[src/rtl/mem_latency_injector.sv]
// Timing-only memory model: accepts size-tagged requests and returns them in
// order after a base latency (SRAM, DRAM hit or DRAM miss) plus an optional
// pseudo-random extra latency. Carries no data, only the request size, and
// keeps saturating 32-bit performance counters.
module mem_latency_injector #(
  parameter int SIZE_WIDTH          = 16,
  parameter int LATENCY_SRAM_CYCLES = 5,
  parameter int LATENCY_DRAM_CYCLES = 12,
  parameter int QUEUE_DEPTH         = 1,
  parameter int EXTRA_LATENCY_MAX   = 0,
  parameter int LATENCY_DIST_MODE   = 0
) (
  input  logic                  clk,
  input  logic                  reset,
  input  logic                  req_valid,
  input  logic                  req_is_dram,
  input  logic [SIZE_WIDTH-1:0] req_size_bytes,
  output logic                  req_ready,
  output logic                  resp_valid,
  output logic [SIZE_WIDTH-1:0] resp_size_bytes,
  input  logic [15:0]           cfg_latency_sram,
  input  logic [15:0]           cfg_latency_dram,
  input  logic [9:0]            cfg_dram_hit_milli_pct,
  input  logic                  cfg_use_cfg_latencies,
  output logic [31:0]           total_reqs,
  output logic [31:0]           total_resp,
  output logic [31:0]           sram_reqs,
  output logic [31:0]           dram_reqs,
  output logic [31:0]           stall_cycles,
  output logic [31:0]           busy_cycles,
  output logic                  busy
);

  localparam int PTR_W = (QUEUE_DEPTH > 1) ? $clog2(QUEUE_DEPTH) : 1;
  localparam int OCC_W = $clog2(QUEUE_DEPTH + 1);
  // 16-bit base plus an extra term that is always below 2^16 fits in 17 bits.
  localparam int CNT_W = 17;

  logic [SIZE_WIDTH-1:0] size_q [QUEUE_DEPTH];
  logic [CNT_W-1:0]      cnt_q  [QUEUE_DEPTH];

  logic [PTR_W-1:0]      head_q, head_d;
  logic [PTR_W-1:0]      tail_q, tail_d;
  logic [OCC_W-1:0]      occ_q, occ_d;
  logic [15:0]           lfsr_q, lfsr_d;
  logic                  resp_valid_q;
  logic [SIZE_WIDTH-1:0] resp_size_q;
  logic [31:0]           total_reqs_q, total_resp_q, sram_reqs_q, dram_reqs_q;
  logic [31:0]           stall_cycles_q, busy_cycles_q;

  logic                  push, pop;
  logic [15:0]           lat_sram, lat_dram, lat_base;
  logic                  dram_hit;
  logic [CNT_W-1:0]      lat_extra, lat_total;

  function automatic logic [31:0] sat_inc(input logic [31:0] v);
    return (v == 32'hFFFF_FFFF) ? v : v + 32'd1;
  endfunction

  function automatic logic [PTR_W-1:0] next_ptr(input logic [PTR_W-1:0] p);
    return (p == PTR_W'(QUEUE_DEPTH - 1)) ? '0 : p + PTR_W'(1);
  endfunction

  function automatic logic [CNT_W-1:0] extra_mod(input logic [15:0] v);
    return CNT_W'({16'd0, v} % 32'(EXTRA_LATENCY_MAX + 1));
  endfunction

  // Full is judged on registered occupancy only, so a pop never frees a slot
  // for a push in the same cycle.
  assign req_ready = (occ_q < OCC_W'(QUEUE_DEPTH));
  assign push      = req_valid && req_ready;
  assign pop       = (occ_q != '0) && (cnt_q[head_q] == '0);
  assign busy      = (occ_q != '0);

  assign resp_valid      = resp_valid_q;
  assign resp_size_bytes = resp_size_q;
  assign total_reqs      = total_reqs_q;
  assign total_resp      = total_resp_q;
  assign sram_reqs       = sram_reqs_q;
  assign dram_reqs       = dram_reqs_q;
  assign stall_cycles    = stall_cycles_q;
  assign busy_cycles     = busy_cycles_q;

  // Latency of the request offered this cycle: base select, clamp, extra term.
  always_comb begin
    lat_sram  = cfg_use_cfg_latencies ? cfg_latency_sram : 16'(LATENCY_SRAM_CYCLES);
    lat_dram  = cfg_use_cfg_latencies ? cfg_latency_dram : 16'(LATENCY_DRAM_CYCLES);
    dram_hit  = (lfsr_q[9:0] % 10'd1000) < cfg_dram_hit_milli_pct;
    lat_base  = (req_is_dram && !dram_hit) ? lat_dram : lat_sram;
    if (lat_base == 16'd0) lat_base = 16'd1;
    lat_extra = (LATENCY_DIST_MODE == 1) ? extra_mod(lfsr_q) : '0;
    lat_total = {1'b0, lat_base} + lat_extra;
  end

  // Next-state for queue pointers, occupancy and the LFSR.
  always_comb begin
    head_d = head_q;
    tail_d = tail_q;
    occ_d  = occ_q;
    if (push) tail_d = next_ptr(tail_q);
    if (pop)  head_d = next_ptr(head_q);
    if (push && !pop)      occ_d = occ_q + OCC_W'(1);
    else if (pop && !push) occ_d = occ_q - OCC_W'(1);
    lfsr_d = {lfsr_q[14:0], lfsr_q[15] ^ lfsr_q[13] ^ lfsr_q[12] ^ lfsr_q[10]};
  end

  // Entry storage: every countdown runs to zero and parks there; a push
  // overwrites the tail slot. Validity comes from occupancy, so no reset.
  always_ff @(posedge clk) begin
    for (int i = 0; i < QUEUE_DEPTH; i++) begin
      if (cnt_q[i] != '0) cnt_q[i] <= cnt_q[i] - CNT_W'(1);
    end
    if (push) begin
      size_q[tail_q] <= req_size_bytes;
      cnt_q[tail_q]  <= lat_total;
    end
  end

  // Control state, response register and performance counters.
  always_ff @(posedge clk or negedge reset) begin
    if (!reset) begin
      head_q         <= '0;
      tail_q         <= '0;
      occ_q          <= '0;
      lfsr_q         <= 16'hACE1;
      resp_valid_q   <= 1'b0;
      resp_size_q    <= '0;
      total_reqs_q   <= '0;
      total_resp_q   <= '0;
      sram_reqs_q    <= '0;
      dram_reqs_q    <= '0;
      stall_cycles_q <= '0;
      busy_cycles_q  <= '0;
    end else begin
      head_q       <= head_d;
      tail_q       <= tail_d;
      occ_q        <= occ_d;
      lfsr_q       <= lfsr_d;
      resp_valid_q <= pop;
      if (pop) begin
        resp_size_q  <= size_q[head_q];
        total_resp_q <= sat_inc(total_resp_q);
      end
      if (push) begin
        total_reqs_q <= sat_inc(total_reqs_q);
        if (req_is_dram) dram_reqs_q <= sat_inc(dram_reqs_q);
        else             sram_reqs_q <= sat_inc(sram_reqs_q);
      end
      if (req_valid && !req_ready) stall_cycles_q <= sat_inc(stall_cycles_q);
      if (busy)                    busy_cycles_q  <= sat_inc(busy_cycles_q);
    end
  end

endmodule

[config.mk]
export PLATFORM = sky130hd
export DESIGN_NAME = mem_latency_injector
export DESIGN_NICKNAME = d
export VERILOG_FILES = /design/src/rtl/mem_latency_injector.sv
export SDC_FILE = /design/constraint.sdc
export NUM_CORES = 1
export LEC_CHECK = 0
export ABC_AREA = 1
export CAP_MARGIN = 40
export CORE_UTILIZATION = 35
export DETAILED_ROUTE_END_ITERATION = 8
export PLACE_DENSITY = 0.67
export SYNTH_ARGS = -nofsm -noshare
export SYNTH_HDL_FRONTEND = slang
export SYNTH_SLANG_ARGS = --single-unit
[constraint.sdc]
create_clock -name clk -period 4.1 [get_ports clk]
set_clock_uncertainty 0.1 [all_clocks]
set_input_delay 0.615 -clock clk [delete_from_list [all_inputs] [get_ports clk]]
set_output_delay 0.615 -clock clk [all_outputs]
set_load 0.03 [all_outputs]
Yosys cells after proc, flatten, opt, wreduce, memory -nomap -nowiden
Memory sizes are Yosys's and may differ from the RTL's. A register that Yosys moved wholly into a read port is not among the register bits. Cells that the tools add are included. Widths: inputs -> output; s select.

Memory bits (writable): 33. Flip-flop bits (word level): 210. Output and inout port bits: 211. Input bits: 63. Logic and storage cells: 70. Memories: 2.

Muxes and demuxes: 10. Add/sub/neg operators: 9. Bitwise gates (word level): 10. Order comparisons: 2. Reductions and logical operators: 21. Eq/ne operators: 6. Divide/modulo/power cells: 1.

Memories: cnt_q (words 1, bits a word 17, rd ports 2, clocked after Yosys merged registers in 0, wr ports 2, RTL line 40) `logic [CNT_W-1:0] cnt_q [QUEUE_DEPTH];`; size_q (words 1, bits a word 16, rd ports 1, clocked after Yosys merged registers in 1, wr ports 1, RTL line 39) `logic [SIZE_WIDTH-1:0] size_q [QUEUE_DEPTH];`.

Operators by type and width (count): $add 32x1->32 const B (6); $eq 32x32->1 const B (6); $mux 16 (4); $logic_not 17->1 (1); $reduce_bool 17->1 (1); $sub 17x1->17 const B (1); $logic_not 16->1 (1); $lt 10x10->1 (1); $mod 10x10->10 const B (1); $reduce_and 2->1 (4); $not 1->1 (7); $logic_and 1x1->1 (6); $mux 1 (6); $reduce_and 3->1 (2); $logic_not 1->1 (5); $xor 1x1->1 (3); $reduce_bool 2->1 (1); $add 1x1->1 const B (1); $lt 1x1->1 const B (1); $sub 1x1->1 const B (1).

Logic depth before layout (Yosys ltp)
Depth in word-level cells: 7. Depth in mapped cells: 23. Mapped depth without buffers: 22.

Least setup slack after synthesis
Ideal clock, no wire load.

Path kind: reg-to-reg. Start: register lfsr_q[5]. End: memory cnt_q[0][0] (data pin). Data arrival time: 2.825 ns. Required time: 3.744 ns. Setup slack: 0.919 ns. Cell stages (with the launch flop): 21. Buffers on the path: 1. Path through: dfstp_2 -> nand3_1 -> nor3_1 -> o21ai_0 -> nand2_1 -> inv_1 -> ha_1 -> a21o_1 -> nor2_1 -> nand3_2 -> nand2_1 -> buf_2 -> nand2_1 -> nand2_1 -> nor2_1 -> nand2_1 -> nor2_1 -> nand2_1 -> nand2_1 -> nand2_1 -> nand2_1.

RTL lines: from (decl) (RTL line 45) `logic [15:0] lfsr_q, lfsr_d;`; from (signal assigned) (RTL line 138) `lfsr_q <= lfsr_d;`; to (decl) (RTL line 40).

==> results.py <==
metrics = {
    "sta": {
        "rsz0062_at_grt": "false",
        "fmax_ghz": 0.295,
        "whs_ns": -0.00854,
        "drv_slew": 0,
        "setup_viol": 0,
        "worst_pin_slew_ns": 0.734,
        "hold_viol_final": 24,
        "slew_headroom_pct": 51.0,
        "setup_tns_ns": 0,
        "period_minus_slack_ns": 3.39,
        "finalCritPeriodShare_pct": 82.7,
    },
    "grt": {
        "grt_usage_pct": 18.2,
        "grt_pass1_vias": 11000,
        "grt-ovfl-total": 0,
        "antenna_found_initial": 0,
        "grt_max_degree": 96,
        "grt_pass1_wl_um": 57400,
    },
    "floorplan": {
        "io-pin-count": 274,
        "num_rows": 70,
        "die_h_um": 197,
        "dieArea_um2": 38700,
        "coreArea_um2": 37000,
        "start_util_pct": 35.9,
        "die_width_um": 197,
    },
    "setup_path": {
        "crit_family": "simple AND/OR/NAND/NOR gates",
        "path_cells": "nand3_1 > nor3_1 > o21ai_0 > nand2_1 > inv_1 > ha_1 > nand2_1 > nor2_1 > nand3_1 > nand3_2 > nand2_1 > o21ai_0 > nor2_1 > nand2_1 > nor2_1 > nand2_1 > nand2_1 > nand2_1 > nand2_1",
        "cp.required_ns": 4.33,
        "worst-path-buf-inv": 1,
        "path_class": "register to register",
        "cpMostUsedCell": "nand2_1",
        "critPathCaptureType": "register",
        "cp.arrival_ns": 3.62,
        "slowest_delay_ns": 0.54,
        "crit_path_top_delay_cell": "dfstp_2",
        "path_max_fanout": 17,
        "startpoint_type": "register",
    },
    "route": {
        "post_drt_wl_per_cell_um": 14.7,
        "drc": 0,
        "first_iter_violations": 623,
        "antenna_left": 0,
        "num_vias": 11000,
        "firstDrtPassIters": 5,
        "totalWireLength_um": 34600,
        "drt-vias-per-instance": 4.69,
    },
    "layout": {
        "final_core_util_pct": 47.7,
        "seq_area_um2": 6650,
        "diodes": 0,
        "areaGrowthSynthToFinish_pct": 32.8,
        "multi_input_area_um2": 5820,
        "nets": 1909,
        "layout-drive-gt1-share_pct": 5.23,
        "nFillCells": 3575,
        "layout_common_cells": "nand2_1 (415), clkdlybuf4s50_1 (272), dfrtp_1 (218)",
        "mostFrequentLayoutCell": "nand2_1",
    },
    "yosys": {
        "yosys.area.top_type": "dfrtp_1",
        "synth_ff_type": "dfrtp_1",
        "synth_top_area_share_pct": 41.1,
        "ys_seq_area_share_pct": 50.1,
        "synthArstFlopShare_pct": 87.3,
        "synthDistinctLibCells": 43,
        "ys_ff_latch": 259,
        "synth_cells": 1535,
        "synth_area_leaders": "dfrtp_1 (41%), nand2_1 (12%), xor2_1 (8.3%)",
        "synth_area_per_cell_um2": 8.64,
        "syn-num-nets": 1615,
        "synth_edf_count": 32,
        "synth_area_um2": 13300,
        "yosysWarningCount": 0,
    },
    "run_status": {
        "status": "finished with violations",
        "violations": "hold timing",
    },
    "cts": {
        "cts-root-buf": "clkbuf_16",
        "clock_latency_ns": 0.57,
        "numClockSinks": 259,
        "htree_num_levels": 1,
        "cts.clk_slew.worst_paths_ns": 0.06,
        "cts_buffer_depth": 3,
        "cts_tree": "yes",
        "cts_setup_buffers": 0,
        "cts_buffers": 30,
        "cts_resized": 0,
        "ctsHoldBuffers": 0,
    },
    "place": {
        "gp_congestion": 0.891,
        "port_buffers": 273,
        "dp_hpwl_um": 25700,
    },
    "run": {
        "cap_violations": 0,
    },
    "power_and_ir_drop": {
        "p_leak_nw": 8.07,
        "vdd_drop_max_mv": 0.318,
        "power_density_nw_per_um2": 330,
    },
    "hold_path": {
        "hold_class": "input port to asynchronous set/reset pin",
    },
}
==> routing by layer <==
layer	GRT usage (%)	wire length, um	vias up
li1	-	-	5486
met1	25.0	15900	5209
met2	28.6	15400	310
met3	4.47	2580	44
met4	4.77	645	0
met5	0	0	-
==> flip-flops by register name (all words and copies together) (netlist names) <==
name             flops
total_resp          32
cnt_q               17
sram_reqs           32
resp_size_bytes     16
resp_valid           1
stall_cycles        32
size_q              16
busy_cycles         32
lfsr_q              16
busy                 1
dram_reqs           32
total_reqs          32
==> final timing paths <==
path                       startpoint          endpoint  slack (ns)  depth (start not counted)
setup / recovery            lfsr_q[5]       cnt_q[0][0]        0.71                         19
hold / removal                  reset  stall_cycles[21]      -0.009                          1
setup reg to reg            lfsr_q[5]       cnt_q[0][0]        0.71                         19
hold reg to reg            lfsr_q[14]        lfsr_q[15]        0.26                          0
max in group asynchronous       reset         lfsr_q[5]        3.06                          2
min in group clk           lfsr_q[14]        lfsr_q[15]        0.26                          0
==> power by group <==
group	internal [mW]	switching, mW	total [mW]
sequential	2.64	0.0554	2.69
combinational	0.174	0.248	0.422
clock	1.62	1.07	2.69
==> cells by family after synthesis <==
group	synth area share (%)
flip-flops	50.1
AND/OR/NAND/NOR	27.7
XOR/XNOR	12.6
AO/OA/AOI/OAI	2.02
buffers and inverters	6.00
adder cells (fa/ha/maj)	1.60
==> synth_stat cells (15+ instances only) <==
library cell,count
dfrtp_1,218
nor2_1,160
nor4_1,19
xnor2_1,66
o21ai_0,20
xor2_1,125
nand3b_1,15
nor3_1,68
ha_1,17
nand4_1,44
edfxtp_1,32
nand2_1,415
inv_1,182
nand3_1,59
==> per-stage QoR <==
stage | cells | total power, mW | hold WS [ns] | cell area (um2) | worst slack [ns]
after detailed placement | 2301 | 3.17 | 0.244 | 16600 | 0.612
after CTS | 2357 | 5.90 | 0.00235 | 17600 | 0.690
final | 2357 | 5.81 | -0.00854 | 17600 | 0.707
after global routing | 2357 | 6.05 | 0.0483 | 17600 | 0.237
after floorplan | 1535 | 2.93 | 0.219 | 13300 | 0.919
after global placement | 2300 | 3.16 | 0.237 | 16600 | 0.691
==> final cells by class <==
class,instances,area share [%]
repair buffers,281,16.0
well taps,504,3.58
clock buffers,44,4.85
flip-flops and latches,259,37.7
inverters,186,3.98
clock inverters,12,0.746
multi-input cells,1071,33.1
Power figures use the tool's default switching activity.
